<file path="src/rtl/var_value_base_pkg.sv">
// Shared SAT-bin definitions: 3-bit variable value encoding and the
// state encoding of the per-bin variable value store.
package var_value_base_pkg;

  localparam logic [1:0] VAL_FREE    = 2'b00;
  localparam logic [1:0] VAL_FALSE   = 2'b01;
  localparam logic [1:0] VAL_TRUE    = 2'b10;
  localparam logic [1:0] VAL_INVALID = 2'b11;

  // bits [2:1] carry the polarity, bit [0] marks an implied value
  typedef logic [2:0] var_val_t;

  typedef enum logic [2:0] {
    ST_IDLE     = 3'd0,
    ST_PROP     = 3'd1,
    ST_SETTLE   = 3'd2,
    ST_CONFLICT = 3'd3,
    ST_BKT      = 3'd4
  } vv_state_t;

  function automatic logic lane_set(input var_val_t v);
    return (v[2:1] != VAL_FREE);
  endfunction

endpackage

</file>
<file path="src/rtl/var_value_base_var_entry.sv">
// One variable's value/level register: direct write, implication capture
// with compare/conflict detection, and clear-by-level for backtracking.
module var_entry
  import var_value_base_pkg::*;
#(
  parameter int LVL_WIDTH = 8
) (
  input  logic                 clk,
  input  logic                 rst,
  input  logic                 wr_en,
  input  var_val_t             wr_value,
  input  logic [LVL_WIDTH-1:0] wr_level,
  input  logic                 prop_en,
  input  var_val_t             imp_value,
  input  logic                 cap_en,
  input  logic [LVL_WIDTH-1:0] cap_level,
  input  logic                 clr_en,
  input  logic [LVL_WIDTH-1:0] clr_level,
  output var_val_t             value,
  output logic                 is_new,
  output logic                 is_conflict
);

  var_val_t             value_r;
  logic [LVL_WIDTH-1:0] level_r;
  logic                 stored_free_s;

  assign value         = value_r;
  assign stored_free_s = (value_r[2:1] == VAL_FREE);

  // Classify the incoming implication lane against the stored value
  always_comb begin
    is_new      = 1'b0;
    is_conflict = 1'b0;
    if (prop_en && lane_set(imp_value)) begin
      if ((imp_value[2:1] == VAL_INVALID) ||
          (!stored_free_s && (value_r[2:1] != imp_value[2:1]))) begin
        is_conflict = 1'b1;
      end else if (stored_free_s) begin
        is_new = 1'b1;
      end else begin
        is_new = 1'b0;
      end
    end else begin
      is_conflict = 1'b0;
    end
  end

  // Value/level storage; captures are only committed on conflict-free rounds
  always_ff @(posedge clk) begin
    if (rst) begin
      value_r <= 3'b000;
      level_r <= {LVL_WIDTH{1'b0}};
    end else if (wr_en) begin
      value_r <= wr_value;
      level_r <= wr_level;
    end else if (cap_en && is_new) begin
      value_r <= {imp_value[2:1], 1'b1};
      level_r <= cap_level;
    end else if (clr_en && (level_r > clr_level)) begin
      value_r <= 3'b000;
      level_r <= {LVL_WIDTH{1'b0}};
    end
  end

endmodule

</file>
<file path="src/rtl/var_value_base.sv">
// Per-bin variable store: drives values to the lit cells, sequences decisions,
// propagation to fixpoint, conflict reporting and level-based backtracking.
module var_value_base
  import var_value_base_pkg::*;
#(
  parameter int NUM_VARS   = 8,
  parameter int LVL_WIDTH  = 8,
  parameter int VIDX_WIDTH = 3
) (
  input  logic                    clk,
  input  logic                    rst,
  input  logic                    load_valid_i,
  output logic                    load_ready_o,
  input  logic [VIDX_WIDTH-1:0]   load_idx_i,
  input  logic [2:0]              load_value_i,
  input  logic [LVL_WIDTH-1:0]    load_level_i,
  input  logic                    decide_valid_i,
  input  logic [LVL_WIDTH-1:0]    cur_level_i,
  input  logic                    bkt_valid_i,
  input  logic [LVL_WIDTH-1:0]    bkt_level_i,
  output logic [NUM_VARS*3-1:0]   var_value_o,
  input  logic [NUM_VARS*3-1:0]   var_value_i,
  output logic                    wr_o,
  output logic                    imp_drv_o,
  output logic                    prop_done_o,
  output logic                    conflict_o,
  output logic [VIDX_WIDTH-1:0]   conflict_idx_o
);

  vv_state_t             state_r, state_n_s;
  logic [VIDX_WIDTH-1:0] scan_idx_r;
  logic [LVL_WIDTH-1:0]  bkt_level_r;
  logic [LVL_WIDTH-1:0]  cur_level_r;

  var_val_t              value_s [NUM_VARS];
  logic [NUM_VARS-1:0]   new_vec_s, conf_vec_s, wr_sel_s, clr_sel_s;
  logic                  any_new_s, any_conf_s, prop_s, cap_s, last_scan_s, in_range_s;
  logic                  ld_s, dec_s, wr_n_s, done_n_s, conf_n_s;
  logic [VIDX_WIDTH-1:0] low_idx_s;
  var_val_t              wr_value_s;
  logic [LVL_WIDTH-1:0]  wr_level_s;

  assign in_range_s  = (int'(load_idx_i) < NUM_VARS);
  assign any_new_s   = |new_vec_s;
  assign any_conf_s  = |conf_vec_s;
  assign prop_s      = (state_r == ST_PROP);
  assign cap_s       = prop_s && !any_conf_s;
  assign last_scan_s = (scan_idx_r == VIDX_WIDTH'(NUM_VARS - 1));
  // a decision stores the polarity only, never the implied flag
  assign wr_value_s  = dec_s ? {load_value_i[2:1], 1'b0} : load_value_i;
  assign wr_level_s  = dec_s ? cur_level_i : load_level_i;

  for (genvar i = 0; i < NUM_VARS; i++) begin : g_var
    var_entry #(.LVL_WIDTH(LVL_WIDTH)) u_entry (
      .clk         (clk),
      .rst         (rst),
      .wr_en       (wr_sel_s[i]),
      .wr_value    (wr_value_s),
      .wr_level    (wr_level_s),
      .prop_en     (prop_s),
      .imp_value   (var_value_i[(NUM_VARS-1-i)*3 +: 3]),
      .cap_en      (cap_s),
      .cap_level   (cur_level_r),
      .clr_en      (clr_sel_s[i]),
      .clr_level   (bkt_level_r),
      .value       (value_s[i]),
      .is_new      (new_vec_s[i]),
      .is_conflict (conf_vec_s[i])
    );
    assign var_value_o[(NUM_VARS-1-i)*3 +: 3] = value_s[i];
  end

  // Per-entry write and backtrack-clear selects
  always_comb begin
    for (int i = 0; i < NUM_VARS; i++) begin
      wr_sel_s[i]  = (ld_s || dec_s) && (load_idx_i == VIDX_WIDTH'(i));
      clr_sel_s[i] = (state_r == ST_BKT) && (scan_idx_r == VIDX_WIDTH'(i));
    end
  end

  // Lowest conflicting index
  always_comb begin
    low_idx_s = {VIDX_WIDTH{1'b0}};
    for (int i = NUM_VARS - 1; i >= 0; i--) begin
      low_idx_s = conf_vec_s[i] ? VIDX_WIDTH'(i) : low_idx_s;
    end
  end

  // Next-state and next-pulse logic
  always_comb begin
    state_n_s = state_r;
    ld_s      = 1'b0;
    dec_s     = 1'b0;
    wr_n_s    = 1'b0;
    done_n_s  = 1'b0;
    conf_n_s  = 1'b0;
    case (state_r)
      ST_IDLE: begin
        if (bkt_valid_i) begin
          state_n_s = ST_BKT;
        end else if (decide_valid_i && in_range_s) begin
          dec_s     = 1'b1;
          wr_n_s    = 1'b1;
          state_n_s = ST_PROP;
        end else if (load_valid_i && in_range_s) begin
          ld_s   = 1'b1;
          wr_n_s = 1'b1;
        end else begin
          state_n_s = ST_IDLE;
        end
      end
      ST_PROP: begin
        if (any_conf_s) begin
          conf_n_s  = 1'b1;
          state_n_s = ST_CONFLICT;
        end else if (any_new_s) begin
          wr_n_s    = 1'b1;
          state_n_s = ST_SETTLE;
        end else begin
          done_n_s  = 1'b1;
          state_n_s = ST_IDLE;
        end
      end
      ST_SETTLE:   state_n_s = ST_PROP;
      ST_CONFLICT: state_n_s = ST_IDLE;
      ST_BKT: begin
        if (last_scan_s) begin
          wr_n_s    = 1'b1;
          state_n_s = ST_IDLE;
        end else begin
          state_n_s = ST_BKT;
        end
      end
      default: state_n_s = ST_IDLE;
    endcase
  end

  // State, latched operands and registered outputs
  always_ff @(posedge clk) begin
    if (rst) begin
      state_r        <= ST_IDLE;
      scan_idx_r     <= {VIDX_WIDTH{1'b0}};
      bkt_level_r    <= {LVL_WIDTH{1'b0}};
      cur_level_r    <= {LVL_WIDTH{1'b0}};
      load_ready_o   <= 1'b1;
      wr_o           <= 1'b0;
      imp_drv_o      <= 1'b0;
      prop_done_o    <= 1'b0;
      conflict_o     <= 1'b0;
      conflict_idx_o <= {VIDX_WIDTH{1'b0}};
    end else begin
      state_r      <= state_n_s;
      load_ready_o <= (state_n_s == ST_IDLE);
      imp_drv_o    <= (state_n_s == ST_PROP);
      wr_o         <= wr_n_s;
      prop_done_o  <= done_n_s;
      conflict_o   <= conf_n_s;
      if (conf_n_s) conflict_idx_o <= low_idx_s;
      scan_idx_r <= (state_r == ST_BKT) ? scan_idx_r + VIDX_WIDTH'(1'b1) : {VIDX_WIDTH{1'b0}};
      if ((state_r == ST_IDLE) && bkt_valid_i) bkt_level_r <= bkt_level_i;
      if (dec_s) cur_level_r <= cur_level_i;
    end
  end

endmodule

</file>
<file path="config.mk">
export PLATFORM = sky130hd
export DESIGN_NAME = var_value_base
export DESIGN_NICKNAME = d
export VERILOG_FILES = /design/src/rtl/var_value_base_pkg.sv /design/src/rtl/var_value_base_var_entry.sv /design/src/rtl/var_value_base.sv
export SDC_FILE = /design/constraint.sdc
export NUM_CORES = 1
export LEC_CHECK = 0
export ABC_AREA = 1
export CORE_ASPECT_RATIO = 1.2
export CORE_MARGIN = 2
export CORE_UTILIZATION = 33
export DETAILED_ROUTE_END_ITERATION = 12
export PLACE_DENSITY_LB_ADDON = 0.2
export SLEW_MARGIN = 20
export SYNTH_ARGS = -nofsm -noshare
export SYNTH_HDL_FRONTEND = slang
export SYNTH_SLANG_ARGS = --single-unit
</file>
<file path="constraint.sdc">
create_clock -name clk -period 2.37 [get_ports clk]
set_input_delay 0.474 -clock clk [delete_from_list [all_inputs] [get_ports clk]]
set_output_delay 0.474 -clock clk [all_outputs]
set_load 0.1 [all_outputs]
</file>
# After elaboration in Yosys (flattened, before gate mapping)
# Index checks and enable logic that the tools add are counted.
[totals]
regBits = 118
in_bits = 59
out_inout_bits = 32
word_cells = 292
[op_classes]
addsub = 1
magnitude_cmp = 8
eq_ne = 34
muxes = 121
bitwise = 2
n_reduce_logical = 100
[ops]
columns = ["operator", "count"]
rows = [
  ["$mux W8", 25],
  ["$mux W3", 36],
  ["$gt A8 B8 Y1", 8],
  ["$mux W1", 56],
  ["$logic_and A1 B1 Y1", 50],
  ["$eq A3 B3 Y1 const B", 9],
  ["$reduce_bool A3 Y1", 8],
  ["$eq A2 B2 Y1 const B", 8],
  ["$logic_not A2 Y1", 8],
  ["$ne A2 B2 Y1", 8],
  ["$reduce_bool A2 Y1", 8],
  ["$reduce_or A8 Y1", 2],
  ["$eq A3 B2 Y1 const B", 5],
  ["$eq A3 B1 Y1 const B", 4],
  ["$logic_not A3 Y1", 4],
  ["$pmux W3 S4", 1],
  ["$reduce_or A10 Y1", 1],
  ["$logic_not A1 Y1", 9],
  ["$logic_or A1 B1 Y1", 9],
  ["$mux W2", 2],
  ["$add A3 B1 Y3 const B", 1],
  ["$pmux W1 S3", 1],
  ["$not A1 Y1", 2],
  ["$reduce_or A2 Y1", 1],
]

# Longest topological paths before layout
[logic_depth]
depth_word = 14
depth_mapped = 13
ltp_nobuf = 13

# By module
# A second synthesis with hierarchy kept.
[hier_totals]
hier_cells = 1293
area_unflattened_um2 = 8704.6
[modules_own_cells]
columns = ["module", "instances", "cells_per_inst", "area_each_um2", "seq_area_each_um2"]
rows = [
  ["var_entry", 8, 134, 897.1, 220.2],
  ["var_value_base", 1, 221, 1527.7, 600.6],
]

# Worst setup path after synthesis
# OpenSTA, ideal clock, no wires.
[synth_timing]
path_kind = "register to register"
from = "register g_var[7].u_entry.value_r[2]"
to = "register g_var[0].u_entry.value_r[0]"
arrival_time_ps = 2213
required_time_ps = 2299
setup_slack_ps = 87
path_stages_with_launch = 11
period_less_slack_ps = 2283
cell_sequence = "dfxtp_1 inv_1 nor2_1 nor2_1 o21ai_1 nor2_4 buf_6 nand3_4 buf_6 nand3_1 a21oi_1"
[synth_between]
elab_chain_len = 12
[synth_rtl]
columns = ["item", "line", "rtl"]
rows = [
  ["start: declaration", "var_value_base_var_entry.sv:24", "var_val_t value_r;"],
  ["start signal: assignment", "var_value_base_var_entry.sv:55", "value_r <= wr_value;"],
  ["start signal: assignment", "var_value_base_var_entry.sv:58", "value_r <= {imp_value[2:1], 1'b1};"],
  ["$logic_not A2 Y1", "var_value_base_var_entry.sv:29", "assign stored_free_s = (value_r[2:1] == VAL_FREE);"],
  ["$logic_not A1 Y1", "var_value_base_var_entry.sv:37", "(!stored_free_s && (value_r[2:1] != imp_value[2:1]))) begin"],
  ["$logic_and A1 B1 Y1 (*)", "var_value_base_var_entry.sv:37", ""],
  ["$logic_or A1 B1 Y1 (*)", "var_value_base_var_entry.sv:36", "if ((imp_value[2:1] == VAL_INVALID) ||"],
  ["$mux W1 (*)", "var_value_base_var_entry.sv:36", ""],
  ["$mux W1 (*)", "var_value_base_var_entry.sv:35", "if (prop_en && lane_set(imp_value)) begin"],
  ["$reduce_or A8 Y1 (*)", "var_value_base.sv:45", "assign any_conf_s = |conf_vec_s;"],
  ["$logic_not A1 Y1 (*)", "var_value_base.sv:47", "assign cap_s = prop_s && !any_conf_s;"],
  ["$logic_and A1 B1 Y1 (*)", "var_value_base.sv:47", ""],
  ["$logic_and A1 B1 Y1 (*)", "var_value_base_var_entry.sv:57", "end else if (cap_en && is_new) begin"],
  ["$mux W3", "var_value_base_var_entry.sv:57", ""],
  ["$mux W3", "var_value_base_var_entry.sv:54", "end else if (wr_en) begin"],
  ["end signal: assignment", "var_value_base_var_entry.sv:55", ""],
  ["end signal: assignment", "var_value_base_var_entry.sv:58", ""],
  ["end: declaration", "var_value_base_var_entry.sv:24", ""],
]
# Every way passes the cells marked *; elsewhere a longest branch is shown, timed or not.
# A chain may end at the register's enable or synchronous reset.

# Final worst setup path
[layout_timing]
from = "input var_value_i[2]"
to = "register g_var[1].u_entry.level_r[5]"
[layout_between]
elab_chain_len = 11
[layout_rtl]
columns = ["item", "line", "rtl"]
rows = [
  ["start: declaration", "var_value_base.sv:22", "input logic [NUM_VARS*3-1:0] var_value_i,"],
  ["$ne A2 B2 Y1", "var_value_base_var_entry.sv:37", ""],
  ["$logic_and A1 B1 Y1", "var_value_base_var_entry.sv:37", ""],
  ["$logic_or A1 B1 Y1", "var_value_base_var_entry.sv:36", ""],
  ["$mux W1", "var_value_base_var_entry.sv:36", ""],
  ["$mux W1 (*)", "var_value_base_var_entry.sv:35", ""],
  ["$reduce_or A8 Y1 (*)", "var_value_base.sv:45", ""],
  ["$logic_not A1 Y1 (*)", "var_value_base.sv:47", ""],
  ["$logic_and A1 B1 Y1 (*)", "var_value_base.sv:47", ""],
  ["$logic_and A1 B1 Y1 (*)", "var_value_base_var_entry.sv:57", ""],
  ["$mux W8", "var_value_base_var_entry.sv:57", ""],
  ["$mux W8", "var_value_base_var_entry.sv:54", ""],
  ["end signal: assignment", "var_value_base_var_entry.sv:53", "level_r <= {LVL_WIDTH{1'b0}};"],
  ["end signal: assignment", "var_value_base_var_entry.sv:56", "level_r <= wr_level;"],
  ["end signal: assignment", "var_value_base_var_entry.sv:59", "level_r <= cap_level;"],
  ["end: declaration", "var_value_base_var_entry.sv:25", "logic [LVL_WIDTH-1:0] level_r;"],
]
# Marks and branches as above.

==> results by group <==
Layout
  • Antenna Cells: 0
  • Area occupied by multi-input gates: 0.00500 sq mm
  • Area growth syn-to-layout: 30.2%
  • Final nets: 1572
  • Reg area: 0.00236 sq mm
  • FILL cells: 2506
  • Share of cells above drive strength 1: 13.7%

Setup path
  • Crit path from: var_value_i[2]
  • Critical R2R Launch: state_r[1]
  • CP Capture Type: flop
  • Worst R2R End: g_var[1].u_entry.level_r[5]
  • Worst EP arrival: 2.54 ns
  • R2R setup slack: 0.22 ns
  • Startpoint Class: primary input
  • Critical Path RT: 2.69 ns
  • Reg2Reg Depth: 14
  • Worst-path fanout max: 14
  • Type of the worst setup path: primary input to flop

CTS
  • Clock Latency Late Sink: 0.43 ns
  • Post-CTS Setup Bufs: 0
  • Num CTS Buffers: 17
  • Clk slew on worst S/H paths: 0.06 ns
  • Clock tree root buffer cell: clkbuf_16
  • CTS tree: built
  • Maximum root-to-sink buffer count: 2
  • CTS sink count: 118
  • CTS H-Tree Depth: 4

STA
  • Final clock skew: 0.00768 ns
  • Number of hold violations in the final report: 0
  • Fmax achieved: 452 MHz
  • Max Slew Vio Count: 0
  • Post-route setup slack: 0.157 ns
  • TNS Setup: 0 ns
  • Slew margin rel.: 56.9%
  • Crit path time final: 2.21 ns
  • # setup viols final: 0
  • Worst Tran Pin Value: 0.645 ns
  • RSZ-0062 raised after global routing: no
  • Crit share post-route: 93.4%

Logic synthesis
  • Ranking of synthesized cells by area: dfxtp_1, nand2_1, nor2_1, ha_1, nand3b_1
  • FF+latch count, synth: 118
  • Async SR Flop Fraction: 0%
  • Area leader, netlist: dfxtp_1
  • Cell area after synthesis: 0.00806 sq mm
  • Cell count after synthesis: 1286
  • Post-Syn Nets: 1415
  • Post-synth EDFFs: 0
  • Yosys top cell area share: 29.3%
  • Warning count from the yosys run: 0
  • Syn avg cell area: 6.26 sq um
  • Distinct cells, synth: 28
  • Sequential element share of the synthesized area: 29.3%
  • Top_reg_cell synth: dfxtp_1

Power
  • Pwr/cell area: 1210 mW/mm^2
  • Leakage power: 5.09 nW
  • Total power draw: 12.6 mW
  • Worst IR Drop VDD: 0.677 mV

Drt
  • Wire per inst: 16.1 microns
  • DRT iter0 DRCs: 580
  • Via/cell ratio: 4.77
  • Via count: 8463
  • ANT nets after route: 0
  • Pre-antenna DRT Iters: 5
  • Detailed-route DRC error count: 0
  • DRT Wirelength: 28.5 mm

Hold path
  • Hold path start: cur_level_r[2]
  • Worst hold path class: flop to flop
  • Hold path depth: 2
  • Hold EP: cur_level_r[2]

Global route
  • Total Routing Usage GR: 22.5%
  • Gr ovfl total: 0
  • Initial antenna violation count: 0
  • Vias in the first global route: 7777
  • Largest net degree at the start of global routing: 49
  • First-pass GRT wire length: 43.7 mm

Die
  • Die ar.: 0.0257 sq mm
  • Core ar.: 0.0240 sq mm
  • Initial Util: 33.6%
  • Row cnt: 62
  • Die Ht: 175 microns
  • I/O pin count: 91
  • Die Width: 147 microns

Place
  • Gpl congestion: 0.842
  • Port Buffer Count: 82
  • Pre-CTS setup slack: -0.231 ns
  • DP HPWL: 20.0 mm

Job
  • Max Cap Viol: 0

Run status
  • Status: completed
==> cells by family (layout without fill, tap and decap cells) <==
family	after synthesis	count (layout)	share of synthesized area, %
AOI/OAI and AO/OA	111	111	7.38
adders and majority gates	70	70	10.9
buffers and inverters	159	329	8.57
DFF	118	118	29.3
and+or+nand+nor	828	828	43.8
==> synth_stat cells, types with 2 or more instances <==
cell,n
inv_2,9
nor3_1,9
o21ai_1,4
ha_1,70
nor2_4,2
buf_6,9
nand2_2,11
buf_2,21
inv_1,99
o21a_1,8
o211ai_1,3
nor2_1,304
clkbuf_1,21
nand4_1,11
nand3b_1,58
nor4_1,2
o21ai_0,28
nand3_1,49
a21oi_2,2
nand2_1,376
dfxtp_1,118
a21oi_1,64
nand3_4,3
==> registers in the layout, summed over array words and instances, names as in the netlist <==
signal / flops
g_var.u_entry.level_r: 64
state_r: 3
prop_done_o: 1
cur_level_r: 8
wr_o: 1
load_ready_o: 1
scan_idx_r: 3
conflict_o: 1
g_var.u_entry.value: 24
conflict_idx_o: 3
bkt_level_r: 8
imp_drv_o: 1
==> power by group <==
part	switching (mW)	internal (mW)
clock network	1.05	1.58
logic	4.63	2.54
registers	0.295	2.55
total	5.97	6.67
==> per-stage QoR <==
step | cells | util [%] | cell area [sq um] | hold slack [ns]
after floorplan | 1286 | - | 8060 | 0.433
after global placement | 1744 | 41.3 | 9890 | 0.449
after detailed placement | 1744 | 41.3 | 9890 | 0.455
after CTS | 1776 | 43.7 | 10500 | 0.463
after global routing | 1776 | 43.7 | 10500 | 0.488
final | 1776 | 43.7 | 10500 | 0.463
==> layout by cell type (no fill, tap or decap), types with 2 or more instances in the layout <==
master | netlist | routed
o211ai_1 | 3 | 3
inv_1 | 99 | 99
nand3_1 | 49 | 49
a21oi_2 | 2 | 2
buf_4 | 0 | 124
clkbuf_16 | 0 | 17
bufinv_16 | 0 | 2
clkinvlp_4 | 0 | 4
nor2_4 | 2 | 2
nand2_2 | 11 | 11
nor3_1 | 9 | 9
nand3b_1 | 58 | 58
ha_1 | 70 | 70
dfxtp_1 | 118 | 118
o21ai_0 | 28 | 28
inv_6 | 0 | 2
o21ai_1 | 4 | 4
clkdlybuf4s50_1 | 0 | 50
o21a_1 | 8 | 8
buf_12 | 0 | 14
clkinv_4 | 0 | 4
inv_2 | 9 | 9
a21oi_1 | 64 | 64
nand3_4 | 3 | 3
nand2_1 | 376 | 376
nor2_1 | 304 | 304
nor4_1 | 2 | 2
nand4_1 | 11 | 11
clkinv_2 | 0 | 2
==> area by class of cell <==
| class | count | area share, % |
|---|---|---|
| Sequential cell | 118 | 22.5 |
| Inverter | 108 | 3.87 |
| Clock inverter | 14 | 1.46 |
| Timing Repair Buffer | 189 | 16.4 |
| Multi-Input combinational cell | 1009 | 47.7 |
| Clock buffer | 18 | 4.19 |
| Tap cell | 320 | 3.82 |
==> worst max path at each step <==
stage                                        to  cells after the start
floorplan             g_var[0].u_entry.value[0]                     10
global placement    g_var[1].u_entry.level_r[7]                     13
detailed placement  g_var[1].u_entry.level_r[5]                     13
CTS                 g_var[3].u_entry.level_r[1]                     14
global route        g_var[1].u_entry.level_r[5]                     13
finish              g_var[1].u_entry.level_r[5]                     13
==> metal layers <==
metal  wire [microns]  global-route usage (%)
met5                0                       0
met2            12800                    36.4
met1            13600                    30.9
met3             1430                    3.39
met4              597                    7.00
==> critical path, stage by stage <==
cell and delay, ns:
clkdlybuf4s50_1 0.51, inv_1 0.07, nand2_1 0.06, nand3_1 0.17
o21ai_1 0.33, nor2_4 0.09, buf_4 0.16, buf_4 0.15
nand3_4 0.09, buf_4 0.21, nor2_1 0.06, nor2_1 0.12
nor2_1 0.05
==> timing repair <==
action / CTS / global route
resized for setup: 0 / 1
hold buffers: 0 / 0
setup endpoints to repair: 0 / 6
(Power assumes the default switching activity.)
